## src/rtl/layer_priority_arbiter_if.sv

```systemverilog
// Pixel/config bundle for layer_priority_arbiter; master drives pixels and config writes,
// slave (the arbiter) returns the mixed pixel, winner info and the config handshake status.
interface layer_priority_arbiter_if #(
  parameter int LAYERS  = 8,
  parameter int IDX_W   = 3,
  parameter int BLINK_W = 4
);
  logic                        startOfFrame;
  logic [LAYERS-1:0]           layerDR;
  logic [LAYERS-1:0][7:0]      layerRGB;
  logic [7:0]                  backGroundRGB;
  logic                        cfgValid;
  logic                        cfgReady;
  logic [IDX_W-1:0]            cfgLayer;
  logic [IDX_W-1:0]            cfgRank;
  logic                        cfgEnable;
  logic [BLINK_W-1:0]          cfgBlink;
  logic [7:0]                  RGBOut;
  logic                        winnerValid;
  logic [IDX_W-1:0]            winnerLayer;
  logic                        cfgPending;

  modport master (
    output startOfFrame, layerDR, layerRGB, backGroundRGB,
    output cfgValid, cfgLayer, cfgRank, cfgEnable, cfgBlink,
    input  cfgReady, RGBOut, winnerValid, winnerLayer, cfgPending
  );

  modport slave (
    input  startOfFrame, layerDR, layerRGB, backGroundRGB,
    input  cfgValid, cfgLayer, cfgRank, cfgEnable, cfgBlink,
    output cfgReady, RGBOut, winnerValid, winnerLayer, cfgPending
  );
endinterface

```

## src/rtl/layer_priority_arbiter.sv

```systemverilog
// Rank-table pixel-layer arbiter, 2-cycle latency, one pixel per cycle with no stalls;
// config writes land in shadow regs and commit at frame start, cfgReady drops only in the commit cycle.
module layer_priority_arbiter #(
  parameter int LAYERS  = 8,
  parameter int IDX_W   = 3,
  parameter int BLINK_W = 4
) (
  input logic                    clk,
  input logic                    resetN,
  layer_priority_arbiter_if.slave bus
);

  typedef enum logic [1:0] {S_IDLE = 2'd0, S_PENDING = 2'd1, S_COMMIT = 2'd2} state_t;

  localparam logic [IDX_W:0] LAYERS_W = (IDX_W + 1)'(LAYERS);

  state_t r_state, w_state_nxt;
  logic   w_cfg_rdy, w_cfg_pending, w_wr_ok;

  logic [IDX_W-1:0]   r_act_rank  [LAYERS];
  logic [IDX_W-1:0]   r_shd_rank  [LAYERS];
  logic [BLINK_W-1:0] r_act_blink [LAYERS];
  logic [BLINK_W-1:0] r_shd_blink [LAYERS];
  logic [LAYERS-1:0]  r_act_en, r_shd_en;
  logic [7:0]         r_frame_cnt;

  logic [LAYERS-1:0]      w_visible;
  logic [LAYERS-1:0]      r_s1_elig;
  logic [LAYERS-1:0][7:0] r_s1_rgb;
  logic [7:0]             r_s1_bg;
  logic [IDX_W-1:0]       r_s1_rank [LAYERS];

  logic             w_win_vld;
  logic [IDX_W-1:0] w_win_idx, w_win_rank;
  logic [7:0]       w_win_rgb;

  // Out-of-range layer indices complete the handshake but touch nothing.
  assign w_wr_ok = bus.cfgValid & w_cfg_rdy & ({1'b0, bus.cfgLayer} < LAYERS_W);

  always_ff @(posedge clk or negedge resetN) begin
    if (!resetN) r_state <= S_IDLE;
    else         r_state <= w_state_nxt;
  end

  always_comb begin
    w_state_nxt = r_state;
    case (r_state)
      S_IDLE:    if (w_wr_ok)          w_state_nxt = S_PENDING;
      S_PENDING: if (bus.startOfFrame) w_state_nxt = S_COMMIT;
      S_COMMIT:                        w_state_nxt = S_IDLE;
      default:                         w_state_nxt = S_IDLE;
    endcase
  end

  always_comb begin
    w_cfg_rdy     = (r_state != S_COMMIT);
    w_cfg_pending = (r_state != S_IDLE);
  end

  assign bus.cfgReady   = w_cfg_rdy;
  assign bus.cfgPending = w_cfg_pending;

  always_ff @(posedge clk or negedge resetN) begin
    if (!resetN) begin
      for (int i = 0; i < LAYERS; i++) begin
        r_act_rank[i]  <= IDX_W'(i);
        r_shd_rank[i]  <= IDX_W'(i);
        r_act_blink[i] <= '0;
        r_shd_blink[i] <= '0;
      end
      r_act_en <= '1;
      r_shd_en <= '1;
    end else begin
      for (int i = 0; i < LAYERS; i++) begin
        if (w_wr_ok && bus.cfgLayer == IDX_W'(i)) begin
          r_shd_rank[i]  <= bus.cfgRank;
          r_shd_blink[i] <= bus.cfgBlink;
          r_shd_en[i]    <= bus.cfgEnable;
        end
        if (r_state == S_COMMIT) begin
          r_act_rank[i]  <= r_shd_rank[i];
          r_act_blink[i] <= r_shd_blink[i];
          r_act_en[i]    <= r_shd_en[i];
        end
      end
    end
  end

  always_ff @(posedge clk or negedge resetN) begin
    if (!resetN)               r_frame_cnt <= '0;
    else if (bus.startOfFrame) r_frame_cnt <= r_frame_cnt + 8'd1;
  end

  // Blink code n watches frame-counter bit n-1; codes of 8 and above all use bit 7.
  always_comb begin
    w_visible = '1;
    for (int i = 0; i < LAYERS; i++) begin
      if (r_act_blink[i] != '0) begin
        w_visible[i] = ~r_frame_cnt[7];
        for (int k = 1; k < 8; k++)
          if (int'(r_act_blink[i]) == k) w_visible[i] = ~r_frame_cnt[k-1];
      end
    end
  end

  // Ranks travel with the pixel so a commit never splits a pixel across two configs.
  always_ff @(posedge clk or negedge resetN) begin
    if (!resetN) begin
      r_s1_elig <= '0;
      r_s1_rgb  <= '0;
      r_s1_bg   <= '0;
      for (int i = 0; i < LAYERS; i++) r_s1_rank[i] <= '0;
    end else begin
      r_s1_elig <= bus.layerDR & r_act_en & w_visible;
      r_s1_rgb  <= bus.layerRGB;
      r_s1_bg   <= bus.backGroundRGB;
      for (int i = 0; i < LAYERS; i++) r_s1_rank[i] <= r_act_rank[i];
    end
  end

  // Ascending scan with strict '<' leaves the lowest index holding a tied rank.
  always_comb begin
    w_win_vld  = 1'b0;
    w_win_idx  = '0;
    w_win_rank = '0;
    w_win_rgb  = r_s1_bg;
    for (int i = 0; i < LAYERS; i++) begin
      if (r_s1_elig[i] && (!w_win_vld || r_s1_rank[i] < w_win_rank)) begin
        w_win_vld  = 1'b1;
        w_win_idx  = IDX_W'(i);
        w_win_rank = r_s1_rank[i];
        w_win_rgb  = r_s1_rgb[i];
      end
    end
  end

  always_ff @(posedge clk or negedge resetN) begin
    if (!resetN) begin
      bus.RGBOut      <= '0;
      bus.winnerValid <= 1'b0;
      bus.winnerLayer <= '0;
    end else begin
      bus.RGBOut      <= w_win_rgb;
      bus.winnerValid <= w_win_vld;
      bus.winnerLayer <= w_win_idx;
    end
  end

endmodule

```

## src/flat_wrapper.sv

```systemverilog
// flat-port wrapper written by rule: the top's interface ports become plain ports
module layer_priority_arbiter_flat 
#(
  parameter int LAYERS  = 8,
  parameter int IDX_W   = 3,
  parameter int BLINK_W = 4
)
  (clk, resetN, bus_startOfFrame, bus_layerDR, bus_layerRGB, bus_backGroundRGB, bus_cfgValid, bus_cfgLayer, bus_cfgRank, bus_cfgEnable, bus_cfgBlink, bus_cfgReady, bus_RGBOut, bus_winnerValid, bus_winnerLayer, bus_cfgPending);
  layer_priority_arbiter_if #(.LAYERS(LAYERS), .IDX_W(IDX_W), .BLINK_W(BLINK_W)) bus_i ();
  input logic clk;
  input logic resetN;
  input wire logic [$bits(bus_i.startOfFrame)-1:0] bus_startOfFrame;
  input wire logic [$bits(bus_i.layerDR)-1:0] bus_layerDR;
  input wire logic [$bits(bus_i.layerRGB)-1:0] bus_layerRGB;
  input wire logic [$bits(bus_i.backGroundRGB)-1:0] bus_backGroundRGB;
  input wire logic [$bits(bus_i.cfgValid)-1:0] bus_cfgValid;
  input wire logic [$bits(bus_i.cfgLayer)-1:0] bus_cfgLayer;
  input wire logic [$bits(bus_i.cfgRank)-1:0] bus_cfgRank;
  input wire logic [$bits(bus_i.cfgEnable)-1:0] bus_cfgEnable;
  input wire logic [$bits(bus_i.cfgBlink)-1:0] bus_cfgBlink;
  output wire logic [$bits(bus_i.cfgReady)-1:0] bus_cfgReady;
  output wire logic [$bits(bus_i.RGBOut)-1:0] bus_RGBOut;
  output wire logic [$bits(bus_i.winnerValid)-1:0] bus_winnerValid;
  output wire logic [$bits(bus_i.winnerLayer)-1:0] bus_winnerLayer;
  output wire logic [$bits(bus_i.cfgPending)-1:0] bus_cfgPending;
  assign bus_i.startOfFrame = bus_startOfFrame;
  assign bus_i.layerDR = bus_layerDR;
  assign bus_i.layerRGB = bus_layerRGB;
  assign bus_i.backGroundRGB = bus_backGroundRGB;
  assign bus_i.cfgValid = bus_cfgValid;
  assign bus_i.cfgLayer = bus_cfgLayer;
  assign bus_i.cfgRank = bus_cfgRank;
  assign bus_i.cfgEnable = bus_cfgEnable;
  assign bus_i.cfgBlink = bus_cfgBlink;
  assign bus_cfgReady = bus_i.cfgReady;
  assign bus_RGBOut = bus_i.RGBOut;
  assign bus_winnerValid = bus_i.winnerValid;
  assign bus_winnerLayer = bus_i.winnerLayer;
  assign bus_cfgPending = bus_i.cfgPending;
  layer_priority_arbiter #(.LAYERS(LAYERS), .IDX_W(IDX_W), .BLINK_W(BLINK_W)) u_core (.clk(clk), .resetN(resetN), .bus(bus_i));
endmodule
```

## config.mk

```make
export PLATFORM = sky130hd
export DESIGN_NAME = layer_priority_arbiter_flat
export DESIGN_NICKNAME = d
export VERILOG_FILES = /design/src/rtl/layer_priority_arbiter_if.sv /design/src/rtl/layer_priority_arbiter.sv /design/src/flat_wrapper.sv
export SDC_FILE = /design/constraint.sdc
export NUM_CORES = 1
export LEC_CHECK = 0
export CAP_MARGIN = 10
export CORE_UTILIZATION = 55
export DETAILED_ROUTE_END_ITERATION = 12
export PLACE_DENSITY = 0.77
export SETUP_SLACK_MARGIN = 0.15
export SYNTH_ARGS = -nofsm -noshare
export SYNTH_HDL_FRONTEND = slang
export SYNTH_SLANG_ARGS = --single-unit
export TNS_END_PERCENT = 50
```

## constraint.sdc

```tcl
create_clock -name clk -period 13.6 [get_ports clk]
set_clock_uncertainty 0.15 [all_clocks]
set_input_delay 3.4 -clock clk [delete_from_list [all_inputs] [get_ports clk]]
set_output_delay 3.4 -clock clk [all_outputs]
set_load 0.01 [all_outputs]
```

Word-level counts from Yosys, hierarchy flattened:

Index checks and enable logic that the tools add are counted.

* equal/unequal tests: 68
* $add $sub $neg: 1
* order comparisons: 7
* muxes and demuxes: 97
* bitwise gates (word level): 11
* reduce and logical (&&, ||, !) cells: 41

Operator list (count)
* $eq 4x4->1 const B: 32
* $mux 1: 73
* $eq 4x3->1 const B: 16
* $mux 8: 8
* $mux 3: 11
* $eq 4x2->1 const B: 8
* $reduce_bool 4->1: 8
* $lt 3x3->1: 7
* $and 8x8->8: 2
* $logic_and 1x1->1: 15
* $eq 3x3->1 const B: 4
* $add 8x1->8 const B: 1
* $mux 2: 4
* $not 1->1: 8
* $logic_not 1->1: 7
* $logic_or 1x1->1: 7
* $eq 3x2->1 const B: 2
* $ne 2x2->1 const B: 2
* $pmux 2 s2: 1
* $eq 3x1->1 const B: 1
* $logic_not 3->1: 1
* $eq 2x1->1 const B: 1
* $eq 2x2->1 const B: 1
* $logic_not 2->1: 1
* 4 further kinds: 4

* logic and storage cells: 289
* output and inout bits: 14
* input bits: 95
* flip-flop bits (word level): 254

Logic depth before layout (Yosys ltp):

* depth after elaboration: 29
* mapped depth: 56

Least setup slack after synthesis:

No wires, ideal clock.

* kind: reg-to-reg
* from: register u_core.r_s1_elig[0]
* to: register u_core.bus.RGBOut[0]
* data required time: 13.325 ns
* setup slack: 3.233 ns
* setup time: 0.125 ns
* stages on the path, launching flop included: 52
* buffers on the path: 7
* data arrival time: 10.092 ns
* path through: dfrtp_1 buf_4 buf_1 nand2_1 ha_1 a21oi_2 o221a_1 buf_6 nor2_1 a21oi_1 ha_1 nor2_1 nand2_1 or3b_4 nand2_1 clkbuf_1 nand2_1 o21a_1 (+16 left out) inv_1 o21bai_2 and2_0 mux2i_1 ha_1 a21oi_1 nor2_1 nor3b_1 a41o_1 buf_6 nand2_1 o21a_1 ha_1 a211oi_1 nand2_1 o31a_1 buf_6 mux2_4

* cells in the longest elaborated chain, start to end: 29
* elaborated cells between the ends (all ways): 50
* classes of those cells: order compare: 7; mux: 22; reduce/logical: 21

Ends and longest elaborated chain
* start: declaration: RTL line layer_priority_arbiter.sv:28 `logic [LAYERS-1:0] r_s1_elig;`
* start signal: assignment: RTL line layer_priority_arbiter.sv:114 `r_s1_elig <= bus.layerDR & r_act_en & w_visible;`
* $mux 3 / $mux 1 (equally long branches): RTL line layer_priority_arbiter.sv:128 `if (r_s1_elig[i] && (!w_win_vld || r_s1_rank[i] < w_win_rank)) begin`
* $lt 3x3->1 / $logic_not 1->1 (equally long branches): RTL line layer_priority_arbiter.sv:128
* $logic_or 1x1->1: RTL line layer_priority_arbiter.sv:128
* $logic_and 1x1->1: RTL line layer_priority_arbiter.sv:128
* $mux 3 / $mux 1 (equally long branches): RTL line layer_priority_arbiter.sv:128
* $lt 3x3->1 / $logic_not 1->1 (equally long branches): RTL line layer_priority_arbiter.sv:128
* $logic_or 1x1->1: RTL line layer_priority_arbiter.sv:128
* $logic_and 1x1->1: RTL line layer_priority_arbiter.sv:128
* (+14 left out)
* $logic_or 1x1->1: RTL line layer_priority_arbiter.sv:128
* $logic_and 1x1->1: RTL line layer_priority_arbiter.sv:128
* $mux 3 / $mux 1 (equally long branches): RTL line layer_priority_arbiter.sv:128
* $lt 3x3->1 / $logic_not 1->1 (equally long branches): RTL line layer_priority_arbiter.sv:128
* $logic_or 1x1->1: RTL line layer_priority_arbiter.sv:128
* $logic_and 1x1->1: RTL line layer_priority_arbiter.sv:128
* $mux 8 (*): RTL line layer_priority_arbiter.sv:128
* via u_core.w_win_rgb[0]: RTL line layer_priority_arbiter.sv:35 `logic [7:0] w_win_rgb;`
* end signal: assignment: RTL line layer_priority_arbiter.sv:143 `bus.RGBOut <= w_win_rgb;`
* end: declaration: RTL line layer_priority_arbiter_if.sv:32 `output cfgReady, RGBOut, winnerValid, winnerLayer, cfgPending`

Mark *: on every way through the listed nets, which the timed path passes. The rest lies on a longest branch.
A chain may end at the register's enable or synchronous reset.

Worst setup path in the final report:

* from: register u_core.r_s1_elig[0]
* to: register u_core.bus.RGBOut[7]

The elaborated chain is that of the path after synthesis.

==> qor.csv <==
stage,metric,value,unit
logic_synthesis,netlist_area,11200,um2
layout,drive_gt1_frac,0.161,
clock_tree,clock-sinks,254,
setup_path,startpoint_type,flip-flop,
routing,drc,0,
logic_synthesis,synth-simple-area-share,0.165,
setup_path,crit_family,compound AO/OA/AOI/OAI gates,
global_route,overflow,0,
routing,wirelength,25900,um
logic_synthesis,syn_avg_cell_area,10.6,um2
die,io_pins,109,
logic_synthesis,synth_cell_types,73,
setup_path,r2r-end,u_core.bus.RGBOut[7],
global_route,grt_antenna_before_repair,1,
die,rows,51,
logic_synthesis,synth_fa_ha_area_frac,0.0131,
setup_path,cpMostUsedCell,nand2_1,
setup_path,crit_path_max_incr_delay,670,ps
logic_synthesis,synth_fp_nets,1169,
sta,fmax,81.5,MHz
placed_design,placedCellCount,1383,
sta,final.setup.tns,0,ps
placed_design,place_hpwl,16800,um
global_route,grt_pass1_wl,42100,um
routing,ant_nets,0,
routing,drtIter0Drc,628,
logic_synthesis,synthArstFlopShare,1.00,
die,start_util,0.568,
power_and_ir_drop,p_clk_frac,0.239,
logic_synthesis,synth_common_cells,"nand2_1 (260), dfrtp_1 (214), mux2_2 (67), o21ai_0 (67), clkbuf_1 (47)",
sta,relSlewSlack,0.315,
clock_tree,postCtsSetupBuffers,0,
hold_path,hold-path-endpoint,u_core.r_s1_rank[17],
sta,finalHoldViolations,0,
sta,slew_viol_final,0,
setup_path,path_class,reg2reg,
run_status,status,"complete, no violations",
global_route,grt_pass1_vias,7961,
hold_path,hp-start,u_core.r_act_rank[17],
logic_synthesis,synth_xor_area_frac,0.00545,
routing,vias,8196,
job,cap_violations,0,
logic_synthesis,synthFlopType,dfrtp_1,
global_route,grt.total_usage,0.250,
sta,grt_setup_unrepaired,false,
power_and_ir_drop,power_density,224,nW/um2
sta,fin_hold_ws,221,ps
logic_synthesis,synth_top_family_by_area,simple AND/OR/NAND/NOR gates,
logic_synthesis,ys_seq_area_frac,0.570,
setup_path,cp-end-kind,flip-flop,
die,die_w,145,um
logic_synthesis,synth.most_common_cell,nand2_1,
clock_tree,root_buffer,clkbuf_16,
setup_path,rr_startpoint,u_core.r_s1_elig[0],
logic_synthesis,ys_ff_latch,254,
clock_tree,cts_tree,yes,
clock_tree,cts_max_path_buffers,3,
hold_path,min_path_cells,0,
sta,tightest_slew,1020,ps
setup_path,crit_required,13870,ps
setup_path,crit_fanout,28,
logic_synthesis,ys.warnings.count,0,
setup_path,worstSetupStartpoint,u_core.r_s1_elig[0],
clock_tree,insertion_delay,530,ps
setup_path,crit_slowest_cell,dfrtp_2,
power_and_ir_drop,pwr-share-seq,0.420,
setup_path,rr_worst_depth,46,
sta,setup_viol_count_final,0,
placed_design,gp_congestion,0.871,
sta,min_period,12270,ps
power_and_ir_drop,pwr-share-comb,0.341,
routing,viasPerCell,5.73,
power_and_ir_drop,ir_drop,0.108,mV
setup_path,r2r_slack,1330,ps
die,die_y,145,um
logic_synthesis,synth_top_cell_by_area,dfrtp_1,
layout,syn_to_final_growth,18.5,%
layout,fin_cells,1430,
logic_synthesis,netlist.area_leader.share,0.476,
power_and_ir_drop,leakage,5.78,nW
global_route,grt_max_degree,98,
hold_path,hold_class,reg2reg,
routing,dr.pass1.iters,8,
layout,fin_nets,1252,
logic_synthesis,synthTopCellsByArea,"dfrtp_1 (48%), dfstp_2 (9.3%), nand2_1 (8.7%)",
logic_synthesis,synth_compound_area_frac,0.129,
die,die_area,21000,um2
setup_path,crit_buf_inv,2,
clock_tree,cts-buffers-inserted,26,
power_and_ir_drop,p_sw_frac,0.356,
sta,min_period_over_period,0.902,
routing,wl_per_cell,18.1,um
power_and_ir_drop,p_int,1.92,mW
logic_synthesis,synth_mux_area_frac,0.0895,
logic_synthesis,postSynthCellCount,1063,
layout,fin_util,0.674,
setup_path,crit_arrival,12530,ps
die,core,19800,um2
clock_tree,cts_htree_levels,1,
placed_design,port_buffers,108,
clock_tree,path_clk_slew,60,ps
power_and_ir_drop,p_total,2.98,mW
logic_synthesis,synth_edf_count,0,
clock_tree,ctsHoldBuffers,0,
power_and_ir_drop,power.switching,1.06,mW
what timing repair did:
| item | 4_1_cts | 5_1_grt |
|---|---|---|
| hold endpoints to repair | 0 | 0 |
| gates resized for setup | 0 | 2 |
| setup endpoints to repair | 0 | 11 |
layer usage:
| layer | vias to the layer above | GRT usage | part of all wire |
|---|---|---|---|
| met4 | 0 | 0.0638 | 0.022 |
| li1 | 3878 | - | - |
| met5 | - | 0 | 0 |
| met2 | 293 | 0.394 | 0.46 |
| met3 | 43 | 0.0421 | 0.065 |
| met1 | 3982 | 0.361 | 0.45 |
registers in the layout, summed over array words and instances, names as in the netlist, 8 cells and up:
signal and count:
u_core.bus.RGBOut 8, u_core.r_act_blink 32, u_core.r_act_en 8, u_core.r_act_rank 24, u_core.r_frame_cnt 8, u_core.r_s1_bg 8, u_core.r_s1_elig 8, u_core.r_s1_rank 24
u_core.r_s1_rgb 64, u_core.r_shd_blink 32, u_core.r_shd_en 8, u_core.r_shd_rank 24
power by group through the flow:
stage / clock [mW] / combinational [mW] / sequential [mW]
after detailed placement: 0 / 1.01 / 1.26
after global routing: 0.754 / 1.14 / 1.29
final: 0.712 / 1.02 / 1.25
after floorplan: 0 / 0.848 / 1.12
after CTS: 0.724 / 1.02 / 1.24
after global placement: 0 / 0.973 / 1.25
kinds of logic after synthesis:
family                   after synthesis
AO/OA/AOI/OAI                        210
multiplexers                          88
XOR/XNOR                               7
AND/OR/NAND/NOR                      416
buffers and inverters                 76
adder cells (fa/ha/maj)               12
flip-flops                           254
cell type report:
type                            count  area [um2]
Clock inverter                     11         141
Clock buffer                       35         714
Inverter                           16        60.1
Tap cell                          265         332
Sequential cell                   254        6410
Timing Repair Buffer              115        1140
Antenna cell                        1        2.50
Fill cell                        1464        6450
Multi-Input combinational cell    733        4530
placed cells by master, fill, tap and decap left out, types with 4 or more instances in the layout:
cell	Yosys	routed
mux2_2	67	67
mux2_4	8	8
ha_1	11	11
and3_1	15	15
dfstp_2	40	40
a21oi_1	42	42
nand4b_1	6	6
nand2b_1	5	5
o21a_1	7	7
mux2i_1	12	12
o221ai_1	7	7
nand3_1	12	12
nor2_1	46	46
clkinv_2	0	7
nor3_1	20	20
nor2b_1	11	10
buf_4	1	7
o2111a_1	8	8
clkbuf_16	0	26
nand3b_1	6	6
o21ai_0	67	67
inv_1	16	15
dfrtp_1	214	213
clkbuf_1	47	6
o31ai_1	7	7
or3_1	5	5
xnor2_1	5	5
nand4_1	4	4
a31oi_1	12	12
clkdlybuf4s50_1	0	107
o211ai_1	14	14
nand2_1	260	260
nor4_1	9	9
a32oi_1	9	9
through the flow:
stage | setup slack [ps] | cell area [um2]
after floorplan | 3230 | 11200
after global placement | 1490 | 12500
after detailed placement | 875 | 12500
after CTS | 765 | 13300
after global routing | 387 | 13300
final | 1330 | 13300
worst max path at each step:
stage / to / slack, ps / cells past startpoint
2_1_floorplan: u_core.bus.RGBOut[0] / 3230 / 51
3_3_place_gp: u_core.bus.RGBOut[7] / 1490 / 46
6_report: u_core.bus.RGBOut[7] / 1330 / 46
5_1_grt: u_core.bus.RGBOut[7] / 390 / 46
4_1_cts: u_core.bus.RGBOut[7] / 760 / 46
3_5_place_dp: u_core.bus.RGBOut[7] / 870 / 46
Note: power is estimated with default switching activity, not from simulation.
